`src/rtl/equ1_2.sv`:
```
`default_nettype none
// ============================================================================
//  Module   : equ1_2
//  Purpose  : Gradient/energy stage of the CFA demosaicing datapath.
//             Stage 1 captures the five row sums of a 5x5 window of 12-bit
//             unsigned pixels when start is high. Stage 2 forms, on every
//             edge, the sum of absolute differences between adjacent row
//             sums. The result feeds the direction-selection logic.
//  Ports    : clk            rising-edge clock
//             rst            asynchronous, active-high reset
//             start          capture enable for the window
//             e1t1..e5t5     window taps, row k = ek, 12-bit unsigned
//             e1..e5         registered row sums, 15-bit (1-cycle latency)
//             grad_out       registered gradient magnitude, 17-bit
//                            (2-cycle latency)
//  Revision : 1.0  initial release
// ============================================================================
module equ1_2 (
    input  logic        clk,
    input  logic        rst,
    input  logic        start,
    input  logic [11:0] e1t1, e1t2, e1t3, e1t4, e1t5,
    input  logic [11:0] e2t1, e2t2, e2t3, e2t4, e2t5,
    input  logic [11:0] e3t1, e3t2, e3t3, e3t4, e3t5,
    input  logic [11:0] e4t1, e4t2, e4t3, e4t4, e4t5,
    input  logic [11:0] e5t1, e5t2, e5t3, e5t4, e5t5,
    output logic [14:0] e1,
    output logic [14:0] e2,
    output logic [14:0] e3,
    output logic [14:0] e4,
    output logic [14:0] e5,
    output logic [16:0] grad_out
);

    localparam int c_PIX_W  = 12;
    localparam int c_SUM_W  = 15;
    localparam int c_GRAD_W = 17;

    // Five 12-bit taps summed into 15 bits; 5*4095 = 20475 fits.
    function automatic logic [c_SUM_W-1:0] row_sum(
        input logic [c_PIX_W-1:0] a,
        input logic [c_PIX_W-1:0] b,
        input logic [c_PIX_W-1:0] c,
        input logic [c_PIX_W-1:0] d,
        input logic [c_PIX_W-1:0] e
    );
        return {3'b000, a} + {3'b000, b} + {3'b000, c}
             + {3'b000, d} + {3'b000, e};
    endfunction

    // Compare-and-subtract: avoids a signed intermediate entirely.
    function automatic logic [c_SUM_W-1:0] abs_diff(
        input logic [c_SUM_W-1:0] a,
        input logic [c_SUM_W-1:0] b
    );
        return (a >= b) ? (a - b) : (b - a);
    endfunction

    logic [c_SUM_W-1:0]  w_sum1, w_sum2, w_sum3, w_sum4, w_sum5;
    logic [c_GRAD_W-1:0] w_grad;

    logic [c_SUM_W-1:0]  r_e1, r_e2, r_e3, r_e4, r_e5;
    logic [c_GRAD_W-1:0] r_grad;

    assign w_sum1 = row_sum(e1t1, e1t2, e1t3, e1t4, e1t5);
    assign w_sum2 = row_sum(e2t1, e2t2, e2t3, e2t4, e2t5);
    assign w_sum3 = row_sum(e3t1, e3t2, e3t3, e3t4, e3t5);
    assign w_sum4 = row_sum(e4t1, e4t2, e4t3, e4t4, e4t5);
    assign w_sum5 = row_sum(e5t1, e5t2, e5t3, e5t4, e5t5);

    // Gradient is taken from the stage-1 registers, never from the inputs,
    // so there is no input-to-output combinational path.
    assign w_grad = {2'b00, abs_diff(r_e1, r_e2)}
                  + {2'b00, abs_diff(r_e2, r_e3)}
                  + {2'b00, abs_diff(r_e3, r_e4)}
                  + {2'b00, abs_diff(r_e4, r_e5)};

    always_ff @(posedge clk or posedge rst) begin
        if (rst) begin
            r_e1   <= '0;
            r_e2   <= '0;
            r_e3   <= '0;
            r_e4   <= '0;
            r_e5   <= '0;
            r_grad <= '0;
        end else begin
            // An unknown start falls to the hold branch in simulation.
            if (start) begin
                r_e1 <= w_sum1;
                r_e2 <= w_sum2;
                r_e3 <= w_sum3;
                r_e4 <= w_sum4;
                r_e5 <= w_sum5;
            end
            r_grad <= w_grad;
        end
    end

    assign e1       = r_e1;
    assign e2       = r_e2;
    assign e3       = r_e3;
    assign e4       = r_e4;
    assign e5       = r_e5;
    assign grad_out = r_grad;

endmodule
`default_nettype wire

```
`config.mk`:
```
export PLATFORM = sky130hd
export DESIGN_NAME = equ1_2
export DESIGN_NICKNAME = d
export VERILOG_FILES = /design/src/rtl/equ1_2.sv
export SDC_FILE = /design/constraint.sdc
export NUM_CORES = 1
export LEC_CHECK = 0
export CELL_PAD_IN_SITES_DETAIL_PLACEMENT = 1
export CELL_PAD_IN_SITES_GLOBAL_PLACEMENT = 2
export CORE_ASPECT_RATIO = 1.1
export CORE_MARGIN = 5
export CORE_UTILIZATION = 34
export DETAILED_ROUTE_END_ITERATION = 10
export PLACE_DENSITY = 0.87
export SKIP_LAST_GASP = 1
export SLEW_MARGIN = 20
export SYNTH_ARGS = -nofsm -noshare
export SYNTH_HDL_FRONTEND = slang
export SYNTH_SLANG_ARGS = --single-unit
```
`constraint.sdc`:
```
create_clock -name clk -period 11.91 [get_ports clk]
set_clock_uncertainty 0.05 [all_clocks]
set_input_delay 2.9775 -clock clk [delete_from_list [all_inputs] [get_ports clk]]
set_output_delay 2.9775 -clock clk [all_outputs]
set_load 0.02 [all_outputs]
```
==> results.yml, run 1 <==
detailed_routing:
  drt-total-wl_mm: 53.8
  drtIter0Drc: 692
  ant_nets: 0
  wl_per_cell_um: 19.9
  drc: 0
  vias: 13900
  drtPass1Iterations: 5
  viasPerCell: 5.15
sta:
  worst_pin_slew_ps: 1040
  final-hold-violation-count: 0
  timing.fmax_mhz: 136
  holdWs_ps: 538
  fin_tns_setup_ps: 0
  min_period_ps: 7360
  finalSetupViolCount: 0
  worst_slew_margin_rel_pct: 29.6
  setup_ws_ps: 4550
  drv_slew: 0
  post-route-period-util_pct: 61.8
  rsz0062_at_grt: "false"
cts:
  clock_path_buffers: 2
  hold_buffers: 0
  numClockSinks: 92
  cts.root.buffer_cell: "clkbuf_16"
  cts_resized: 0
  cts_tree: "yes"
  insertion_delay_ps: 370
  cts.clk_slew.worst_paths_ps: 80
  post_cts_buffers: 0
  numCtsBuffers: 9
  htreeDepth: 3
synth:
  yosys.area_share.simple_pct: 9.81
  ys.flop_type: "dfrtp_1"
  synth_edf_count: 0
  synth-compound-area-share_pct: 18.1
  synth.avg_cell_area_um2: 9.52
  ys_warn_count: 0
  ys_seq_elements: 92
  synth-seq-area-share_pct: 14.3
  synth-adder-area-share_pct: 42.5
  synth_top_family_by_area: "adder cells"
  ys_types: 71
  synth_top_cell_by_area: "fa_1"
  synthCells: 1696
  synthTopCellsByCount: "213 x fa_1, 208 x ha_1, 185 x inv_1"
  syn_nets: 2420
  synth_most_common_cell: "fa_1"
  syn_area_mm2: 0.0162
  yosysTopAreaCellShare_pct: 26.4
  netlist_top_cells_area: "fa_1 26%, ha_1 16%, dfrtp_1 14%"
  synthXorXnorAreaFrac_pct: 5.69
  synthMuxAreaShare_pct: 3.87
  ys_async_sr_fraction_pct: 100
critical_path:
  end_kind: "flip-flop"
  cp_slowest_cell: "a2111oi_0"
  start_kind: "primary input"
  required_ps: 12070
  cp_slowest_stage_delay_ps: 900
  arrival_ps: 7520
  crit-reg2reg-launch: "e4[1]"
  cp_max_fo: 3
  startpoint: "e4t1[2]"
  path_buf_inv: 1
  path_delay_family: "compound AO/OA/AOI/OAI gates"
  crit_top_cell: "fa_1"
  crit_type: "primary input to flip-flop"
  cp_cell_sequence: "clkdlybuf4s50_1 > fa_1 > fa_1 > fa_1 > ha_1 > a21o_1 > a21o_1 > a2111oi_0 > nor3_1 > o31ai_1 > nor2b_1 > o211ai_1 > o21ai_0"
floorplanning:
  core_mm2: 0.0468
  fp.dieW_um: 218
  start_util_pct: 34.5
  dieArea_mm2: 0.0520
  fp-row-count: 83
  die_h_um: 239
  boundaryPins: 395
place:
  dp_hpwl_mm: 47.5
  port_buffers: 394
  dp_cells: 2682
  preCtsSetupSlack_ps: 4250
  routabilityCongestion: 0.891
hold_path:
  hold_start: "e5[7]"
  hold_path_class: "flip-flop to flip-flop"
cells_and_area:
  finalNetCount: 2780
  drive_gt1_share_pct: 2.67
  num_antenna_cells: 0
  instances_no_fill: 2698
  syn_to_final_growth_pct: 30.1
global_route:
  grt_start_max_net_pins: 88
  grt_pass1_wl_mm: 84.8
  grt_usage_pct: 20.5
  grt-ovfl-total: 0
  grt_pass1_vias: 15500
  antenna_found_initial: 3
outcome:
  status: "finished clean"
job:
  drv_cap: 0
worst register-to-register path, stage by stage, from the launching register on:
cell and delay (ps):
dfrtp_1 530, inv_1 210, ha_1 360, nor2b_1 140, o21ai_1 120, nand2b_1 120, a2111oi_2 590, o31ai_1 270
a31oi_4 650, o21ai_0 300, fa_1 580, inv_1 60, fa_1 440, inv_1 70, ha_1 170, inv_1 70
fa_1 450, inv_1 80, a21oi_1 60, o21bai_1 230, a21oi_1 140, o21ai_0 370, a21oi_1 250, o21ai_0 360
xor2_1 200
worst paths after layout:
check / end / slack [ps] / cells past startpoint
worst min register to register: e5[7] / 540 / 2
max in group asynchronous: e3[9] / 7680 / 3
worst min-delay path: e5[7] / 540 / 2
min in group asynchronous: e4[0] / 2920 / 2
worst max register to register: grad_out[15] / 4960 / 24
worst max-delay path: e4[14] / 4550 / 13
metrics by stage:
step / cell area [um2] / utilization, %
2_1_floorplan: 16200 / -
3_5_place_dp: 20700 / 44.2
6_report: 21000 / 44.9
3_3_place_gp: 20700 / 44.2
4_1_cts: 21000 / 44.9
5_1_grt: 21000 / 44.9
layout by cell type, fill, tap and decap left out, drive strengths merged, types with 60 or more instances in the layout:
cell type | Yosys | layout
fa | 213 | 213
clkdlybuf4s50 | 0 | 393
nand2 | 115 | 115
nor2 | 60 | 60
a21o | 79 | 79
ha | 208 | 208
o21ai | 106 | 106
dfrtp | 92 | 92
inv | 186 | 187
xnor2 | 65 | 65
a21oi | 129 | 129
metal layers:
metal	GRT usage [%]	part of all wire [%]	vias to the layer above
met5	0	0	-
li1	-	-	6563
met3	2.71	4.8	37
met2	36.4	51	264
met1	27.1	43	7022
met4	3.67	1.6	0
registers in the layout, indices dropped and copies added (netlist names):
register,flops
e1,15
e2,15
e3,15
e4,15
e5,15
grad_out,17
cell type report:
| type | count | area [um2] |
|---|---|---|
| Fill cell | 5313 | 25800 |
| Tap cell | 637 | 797 |
| Sequential cell | 92 | 2300 |
| Clock buffer | 10 | 239 |
| Timing Repair Buffer | 398 | 3970 |
| Inverter | 186 | 701 |
| Multi-Input combinational cell | 1369 | 12900 |
| Clock inverter | 6 | 86.3 |
kinds of logic after synthesis:
| logic type | count (synthesis) |
|---|---|
| adder cells (fa/ha/maj) | 421 |
| flip-flops | 92 |
| multiplexers | 62 |
| AO/OA/AOI/OAI | 455 |
| AND/OR/NAND/NOR | 326 |
| XOR/XNOR | 105 |
| buffers and inverters | 235 |
Power of run 1 is not shown: default switching activity piles up to over one toggle a cycle in this logic, so the estimate is an artifact.
==> run 2, diff against run 1 <==
CORE_UTILIZATION = 31   (was 34)
PLACE_DENSITY = 0.8   (was 0.87)
clock period = 6.8 ns   (was 11.91 ns; I/O delays follow)
==> run 2 against run 1 <==
Core utilization shrank 3.9 points. Die area grew 9.2%. Sequential share of layout area shrank 0.051 points. Critical path depth grew 10. Critical endpoint is now grad_out[14]. Highest routed layer unchanged.
==> results.yml, run 2 (synthesis results as in run 1) <==
sta:
  finalSetupViolCount: 0
  worst_pin_slew_ps: 854
  final-hold-violation-count: 0
  holdWs_ps: 532
  timing.fmax_mhz: 162
  post-route-period-util_pct: 90.9
  rsz0062_at_grt: "false"
  drv_slew: 0
  min_period_ps: 6180
  fin_tns_setup_ps: 0
  worst_slew_margin_rel_pct: 43.1
detailed_routing:
  drtIter0Drc: 761
  ant_nets: 0
  drc: 0
  viasPerCell: 5.13
  drtPass1Iterations: 5
  wl_per_cell_um: 20.2
  drt-total-wl_mm: 55.3
  vias: 14000
cells_and_area:
  final_common_cell: "clkdlybuf4s50_1"
  multi_input_area_mm2: 0.0129
  nFillCells: 5815
  num_antenna_cells: 0
  drive_gt1_share_pct: 3.04
  syn_to_final_growth_pct: 30.7
  seq_area_mm2: 0.00230
  finalNetCount: 2789
  largest_reg_flops: 17
  most-common-layout-cells: "393 x clkdlybuf4s50_1, 213 x fa_1, 208 x ha_1"
global_route:
  grt_usage_pct: 19.4
  antenna_found_initial: 1
  grt_pass1_wl_mm: 86.9
  grt_pass1_vias: 15500
  grt-ovfl-total: 0
  grt_start_max_net_pins: 80
place:
  port_buffers: 394
  dp_hpwl_mm: 48.8
  routabilityCongestion: 0.905
cts:
  cts_resized: 0
  numClockSinks: 92
  clock_path_buffers: 2
  hold_buffers: 0
  insertion_delay_ps: 370
  cts_tree: "yes"
  cts.root.buffer_cell: "clkbuf_16"
  htreeDepth: 3
  numCtsBuffers: 9
  cts.clk_slew.worst_paths_ps: 70
  post_cts_buffers: 0
floorplanning:
  fp.dieW_um: 228
  dieArea_mm2: 0.0568
  die_h_um: 249
  start_util_pct: 31.4
  boundaryPins: 395
  core_mm2: 0.0515
  fp-row-count: 87
hold_path:
  hold_path_class: "flip-flop to flip-flop"
critical_path:
  start_kind: "flip-flop"
  required_ps: 7030
  crit_top_cell: "inv_1"
  cp_max_fo: 6
  cp_slowest_cell: "fa_1"
  crit_type: "flip-flop to flip-flop"
  cp_slowest_stage_delay_ps: 520
  arrival_ps: 6410
  cp_cell_sequence: "inv_1 > ha_1 > nor2b_1 > o21ai_0 > a211oi_1 > nor4b_1 > o21a_1 > o31a_1 > mux2i_1 > xnor2_1 > fa_1 > inv_1 > fa_1 > inv_1 > ha_1 > a21o_1 > a21oi_1 > o21ai_0 > a31o_2 > o211ai_1 > o21bai_1 > a21oi_1 > xnor2_1"
  end_kind: "flip-flop"
outcome:
  status: "finished clean"
job:
  drv_cap: 0
[run 2: worst paths after layout]
| check | startpoint | end | cells after the start | slack [ps] |
|---|---|---|---|---|
| setup / recovery | e3[1] | grad_out[14] | 23 | 620 |
| setup reg to reg | e3[1] | grad_out[14] | 23 | 620 |
| max in group asynchronous | rst | e1[7] | 3 | 3850 |
| hold reg to reg | e5[4] | e5[4] | 2 | 530 |
| min in group asynchronous | rst | e4[2] | 2 | 1810 |
| hold / removal | e5[4] | e5[4] | 2 | 530 |
[run 2: metrics by stage]
step	util (%)	cells	setup slack, ps	cell area (um2)
after CTS	41.0	2737	665	21100
after global placement	40.4	2721	781	20800
final	41.0	2737	620	21100
after floorplan	-	1696	1130	16200
after global routing	41.0	2737	257	21100
after detailed placement	40.4	2721	692	20800
[run 2: worst max-delay path: cells and delay by family (launching register included)]
kind,cells,cell delay (ps)
and+or+nand+nor,2,470
buffers and inverters,3,210
muxes,1,270
adders and majority gates,4,1620
DFF,1,480
AOI/OAI and AO/OA,11,2710
xor gates and xnor gates,2,270
[run 2: layout make-up]
class	count	share of cell area [%]
Sequential cell	92	10.9
Clock inverter	6	0.421
Inverter	186	3.32
Multi-Input combinational cell	1369	61.2
Clock buffer	10	1.08
Tap cell	667	3.95
Timing Repair Buffer	407	19.1
[run 2: layer usage]
metal	wire, um	track usage, %	vias to the layer above
met4	908	3.42	0
met5	0	0	-
met1	23800	25.9	7075
li1	-	-	6581
met3	3030	3.54	43
met2	27500	33.2	336
Power of run 2 is left out for the same reason.
==> run 3, diff against run 2 <==
CTS_CLUSTER_SIZE = 10   (was unset)
==> results of run 3 <==
Final layout, timing and power as in run 2 (identical DEF).
Power of run 3 is left out for the same reason.
